$ cat config.mk
export PLATFORM = sky130hd
export DESIGN_NAME = cus19_dm_access_unit
export DESIGN_NICKNAME = d
export VERILOG_FILES = /design/src/rtl/cus19_dm_access_unit.sv
export SDC_FILE = /design/constraint.sdc
export NUM_CORES = 1
export LEC_CHECK = 0
export ABC_AREA = 1
export BUFFER_PORTS_ARGS = -buffer_cell sky130_fd_sc_hd__buf_2
export CAP_MARGIN = 20
export CORE_MARGIN = 5
export CORE_UTILIZATION = 50
export CTS_CLUSTER_DIAMETER = 60
export DETAILED_ROUTE_END_ITERATION = 10
export PLACE_DENSITY = 0.83
export SETUP_SLACK_MARGIN = 0.4
export SYNTH_ARGS = -nofsm -noshare
export SYNTH_HDL_FRONTEND = slang
export SYNTH_SLANG_ARGS = --single-unit
$ cat constraint.sdc
create_clock -name clk -period 4.5 [get_ports clk]
set_clock_uncertainty 0.1 [all_clocks]
set_input_delay 0.675 -clock clk [delete_from_list [all_inputs] [get_ports clk]]
set_output_delay 0.675 -clock clk [all_outputs]
set_load 0.005 [all_outputs]
$ cat src/rtl/cus19_dm_access_unit.sv
// -----------------------------------------------------------------------------
// cus19_dm_access_unit
//
// Data-memory access unit at the IE/MEM boundary of the Custom-19 pipeline.
// Takes one memory request at a time over a valid/ready handshake, forms the
// address for the opcode, drives a synchronous data-memory port with a fixed
// read latency, and returns read data, a write acknowledge or an error. The
// pipeline is stalled for as long as a request is in flight.
//
// Ports:
//   clk, rst                   rising-edge clock, asynchronous active-high reset
//   req_valid_in/req_ready_out request handshake from the IE stage
//   opcode_in                  instruction opcode (LOAD / STORE / SP)
//   mem_rd_in, mem_wr_in       request direction
//   imm_addr_in                immediate address for LOAD / STORE
//   rs2_data_in                register address source for SP (zero-extended)
//   wr_data_in                 store data
//   dm_en/dm_we/dm_addr/dm_wdata  data-memory request port (dm_en is a pulse)
//   dm_rdata                   data-memory read data, MEM_LAT cycles after dm_en
//   rsp_valid/rsp_data/rsp_err one-cycle response strobe with data and error
//   stall_out                  pipeline stall, high whenever not ready
// -----------------------------------------------------------------------------
module cus19_dm_access_unit #(
    parameter int         ADDR_W   = 11,
    parameter int         DATA_W   = 19,
    parameter int         REG_W    = 8,
    parameter int         DEPTH    = 2048,
    parameter int         MEM_LAT  = 1,
    parameter logic [2:0] OP_LOAD  = 3'b001,
    parameter logic [2:0] OP_STORE = 3'b010,
    parameter logic [2:0] OP_SP    = 3'b100
) (
    input  logic              clk,
    input  logic              rst,
    input  logic              req_valid_in,
    output logic              req_ready_out,
    input  logic [2:0]        opcode_in,
    input  logic              mem_rd_in,
    input  logic              mem_wr_in,
    input  logic [ADDR_W-1:0] imm_addr_in,
    input  logic [REG_W-1:0]  rs2_data_in,
    input  logic [DATA_W-1:0] wr_data_in,
    output logic              dm_en,
    output logic              dm_we,
    output logic [ADDR_W-1:0] dm_addr,
    output logic [DATA_W-1:0] dm_wdata,
    input  logic [DATA_W-1:0] dm_rdata,
    output logic              rsp_valid,
    output logic [DATA_W-1:0] rsp_data,
    output logic              rsp_err,
    output logic              stall_out
);

    localparam int LAT_W = (MEM_LAT > 1) ? $clog2(MEM_LAT) : 1;

    // When the memory fills the whole address space no address can be out of
    // range, and the comparison below would otherwise need an extra bit.
    localparam bit FULL_RANGE = (DEPTH >= (1 << ADDR_W));

    typedef enum logic [1:0] {
        S_IDLE,
        S_ISSUE,
        S_WAIT,
        S_RESP
    } state_t;

    state_t             state;
    state_t             state_nx;
    logic [LAT_W-1:0]   lat_cnt;
    logic               is_store;

    logic               accept;
    logic [ADDR_W-1:0]  cls_addr;
    logic               cls_store;
    logic               cls_err;

    function automatic logic addr_in_range(input logic [ADDR_W-1:0] a);
        return FULL_RANGE || (32'(a) < 32'(DEPTH));
    endfunction

    assign req_ready_out = (state == S_IDLE);
    assign stall_out     = ~req_ready_out;
    assign accept        = req_valid_in & req_ready_out;

    assign dm_en     = (state == S_ISSUE);
    assign dm_we     = dm_en & is_store;
    assign rsp_valid = (state == S_RESP);

    // Request classification: only the three legal opcode/direction pairs
    // reach the memory; everything else, and any address past the end of the
    // memory, is answered with an error and never touches the memory port.
    // NOTE: every signal written here gets a default first, so no path through
    // the block leaves it unassigned and no latch is inferred.
    always_comb begin
        cls_addr  = '0;
        cls_store = 1'b0;
        cls_err   = 1'b0;
        if (mem_rd_in && !mem_wr_in && opcode_in == OP_LOAD) begin
            cls_addr = imm_addr_in;
        end else if (mem_rd_in && !mem_wr_in && opcode_in == OP_SP) begin
            cls_addr = ADDR_W'(rs2_data_in);
        end else if (mem_wr_in && !mem_rd_in && opcode_in == OP_STORE) begin
            cls_addr  = imm_addr_in;
            cls_store = 1'b1;
        end else begin
            cls_err = 1'b1;
        end
        if (!cls_err && !addr_in_range(cls_addr)) begin
            cls_err = 1'b1;
        end
    end

    always_comb begin
        state_nx = state;
        unique case (state)
            S_IDLE: begin
                if (accept) begin
                    state_nx = cls_err ? S_RESP : S_ISSUE;
                end
            end
            S_ISSUE: state_nx = is_store ? S_RESP : S_WAIT;
            S_WAIT: begin
                if (lat_cnt == '0) begin
                    state_nx = S_RESP;
                end
            end
            S_RESP:  state_nx = S_IDLE;
            default: state_nx = S_IDLE;
        endcase
    end

    // dm_addr / dm_wdata double as the latched request: they are only loaded
    // by a request that will actually drive the memory, so they keep their
    // last driven value across errors and idle cycles. rsp_data / rsp_err are
    // loaded on the edge that enters RESP and hold until the next response.
    // NOTE: all state below is updated with non-blocking assignments so every
    // register samples the pre-edge values of the others.
    always_ff @(posedge clk or posedge rst) begin
        if (rst) begin
            state    <= S_IDLE;
            lat_cnt  <= '0;
            is_store <= 1'b0;
            dm_addr  <= '0;
            dm_wdata <= '0;
            rsp_data <= '0;
            rsp_err  <= 1'b0;
        end else begin
            state <= state_nx;
            unique case (state)
                S_IDLE: begin
                    if (accept) begin
                        is_store <= cls_store;
                        if (cls_err) begin
                            rsp_data <= '0;
                            rsp_err  <= 1'b1;
                        end else begin
                            dm_addr <= cls_addr;
                            if (cls_store) begin
                                dm_wdata <= wr_data_in;
                            end
                        end
                    end
                end
                S_ISSUE: begin
                    if (is_store) begin
                        rsp_data <= '0;
                        rsp_err  <= 1'b0;
                    end else begin
                        // The capture happens in the WAIT cycle where the
                        // counter reaches zero, MEM_LAT cycles after ISSUE.
                        lat_cnt <= LAT_W'(MEM_LAT - 1);
                    end
                end
                S_WAIT: begin
                    if (lat_cnt == '0) begin
                        rsp_data <= dm_rdata;
                        rsp_err  <= 1'b0;
                    end else begin
                        lat_cnt <= lat_cnt - 1'b1;
                    end
                end
                S_RESP: begin
                end
                default: begin
                end
            endcase
        end
    end

endmodule

==> results.cfg <==
[place]
gp_routability_congestion = 0.7551
io_buffers = 119
dpl.hpwl_um = 4486

[synthesis]
syn_inst = 326
yosys-top-cells-count = nand2_1 (123), inv_1 (58), dfrtp_1 (53)
synth_warnings = 0
syn_nets = 396
async_flop_share_pct = 100.0
synth_area_leaders = dfrtp_1 (52%), nand2_1 (18%), inv_1 (8.5%), o21ai_0 (5.9%), nand3_1 (4.9%)
synth_ff_type = dfrtp_1
synth_top_area_share_pct = 51.81
yosysUniqueCellTypes = 19
ys_seq_area_share_pct = 51.81
synth_edf_count = 0
synth-seq-cells = 53
yosysMostFrequentCell = nand2_1
syn_avg_cell_area_um2 = 7.853
synth_area_um2 = 2560
synth_top_area_cell = dfrtp_1

[grt]
grt_use_total_pct = 19.10
antenna_found_initial = 0
grt_pass1_vias = 2332
grt_overflow_total = 0
grt_pass1_wl_um = 9977
grt_start_max_net_pins = 54

[power]
peakVddDrop_mv = 0.2365
p_per_area_nw_per_um2 = 508.5
leakagePower_nw = 2.152

[sta]
maxSlewHeadroom_pct = 43.75
finalCritPeriodShare_pct = 51.43
setup_viol = 0
final_max_slew_viol_count = 0
hold_viol_final = 0
tns_ns = 0
fin_crit_ns = 2.314
rsz0062_at_grt = false
max_freq_mhz = 432.1
worst_pin_slew_ns = 0.8411
hold_slack_ns = 0.3025

[critical_path]
crit_fanout = 21
endpoint_kind = flop
path_class = reg2reg
cp.required_ns = 4.59
path_common_cell = nand2_1
startpoint_type = flop
critPathTopFamily = compound AO/OA/AOI/OAI gates
crit_start = state[0]$_DFFE_PP0N_
slowest_stage = a211oi_4
worstPathArrival_ns = 2.41
crit_buf_inv = 2
cp_cell_sequence = inv_1 > ha_1 > inv_2 > nor2_1 > a211oi_4 > nand2_4 > nand2_1 > nand2_1
reg2reg_from = state[0]$_DFFE_PP0N_
critPathMaxStageDelay_ns = 0.68

[routing]
routed_wl_um = 5955
ant_nets = 0
vias = 2305
drt_pass1_iterations = 4
drtIter0Drc = 136
wl_per_cell_um = 11.68
drc = 0
viasPerCell = 4.520

[clocking]
cts_buffers = 5
worstSkewPairLatency_ns = 0.30
cts_hold_buffers = 0
h-tree-depth = 2
clockBufferDepth = 2
clkTransAtPathRegs_ns = 0.09
ctsResizeCount = 0
clk_root_buffer_cell = clkbuf_8
cts_tree = built
clock_sinks = 53
cts_setup_buffers = 0

[status]
outcome = complete, no violations

[finish]
nets = 509
drive_gt1_share_pct = 31.14
diodes = 0
syn_to_final_growth_pct = 26.88

[run]
cap_violations = 0

[floorplanning]
die_w_um = 81.56
core-area_um2 = 5042
die_y_um = 81.56
rows = 26
start_util_pct = 50.77
ios = 120
dieArea_um2 = 6651

[min_path]
worst_hold_path_type = in2async
kinds of logic (layout without fill, tap and decap cells):
kind of cell,Yosys count,after routing,synth area share [%]
AOI/OAI and AO/OA,32,32,6.842
and+or+nand+nor,162,162,26.30
buffers and inverters,74,188,12.61
adders and majority gates,5,5,2.444
DFF,53,53,51.81
cells in the final DEF (no fill, tap or decap), drive strengths merged, types with 2 or more instances in the layout:
cell	synthesis	layout
nor2	9	9
buf	12	120
inv	60	60
ha	5	5
o21ai	31	31
dfrtp	53	53
nand2	125	125
nand3	27	27
clkinv	0	2
clkbuf	2	6
worst paths after layout:
| check | end | slack, ns | cells past startpoint |
|---|---|---|---|
| worst max-delay path | rsp_data[4]$_DFFE_PP0P_ | 2.19 | 8 |
| min in group clk | rsp_data[5]$_DFFE_PP0P_ | 0.38 | 2 |
| worst max register to register | rsp_data[4]$_DFFE_PP0P_ | 2.19 | 8 |
| worst min-delay path | rsp_data[2]$_DFFE_PP0P_ | 0.30 | 2 |
| worst min register to register | rsp_data[5]$_DFFE_PP0P_ | 0.38 | 2 |
| max in group asynchronous | dm_addr[10]$_DFFE_PP0P_ | 3.47 | 3 |
metal layers:
metal / share of wire, % / GRT usage, % / vias to the layer above
met1: 43 / 23.49 / 1035
met5: 0 / 0 / -
met4: 0.69 / 3.716 / 0
li1: - / - / 1196
met3: 9.0 / 6.140 / 5
met2: 47 / 32.98 / 69
sequential cells by signal (all words and copies together), names as in the netlist:
name / flops
dm_wdata: 19
rsp_err: 1
dm_addr: 11
state: 2
is_store: 1
rsp_data: 19
through the flow:
step	worst slack (ns)	cells	utilization, %	area, µm²	power, W
floorplan	2.439	326	-	2560	0.001168
global placement	2.295	501	62.38	3146	0.001387
detailed placement	2.169	501	62.38	3146	0.001412
CTS	2.173	509	64.02	3228	0.001671
global route	1.874	510	64.42	3248	0.001809
finish	2.186	510	64.42	3248	0.001652
power by group:
group / switching [W] / total (W) / internal [W] / leakage (nW)
clock: 0.000147 / 0.000256 / 0.000108 / 0.0450
sequential: 0.0000912 / 0.000724 / 0.000633 / 0.713
combinational: 0.000395 / 0.000672 / 0.000277 / 1.39
cell type report:
type / instances / area [µm²]
clock inverter: 2 / 10.01
timing repair buffer: 120 / 615.6
inverter: 60 / 225.2
sequential: 53 / 1326
fill: 469 / 1794
tap: 70 / 87.58
multi-input combinational: 199 / 910.9
clock buffer: 6 / 72.57
Note: power is estimated with default switching activity, not from simulation.
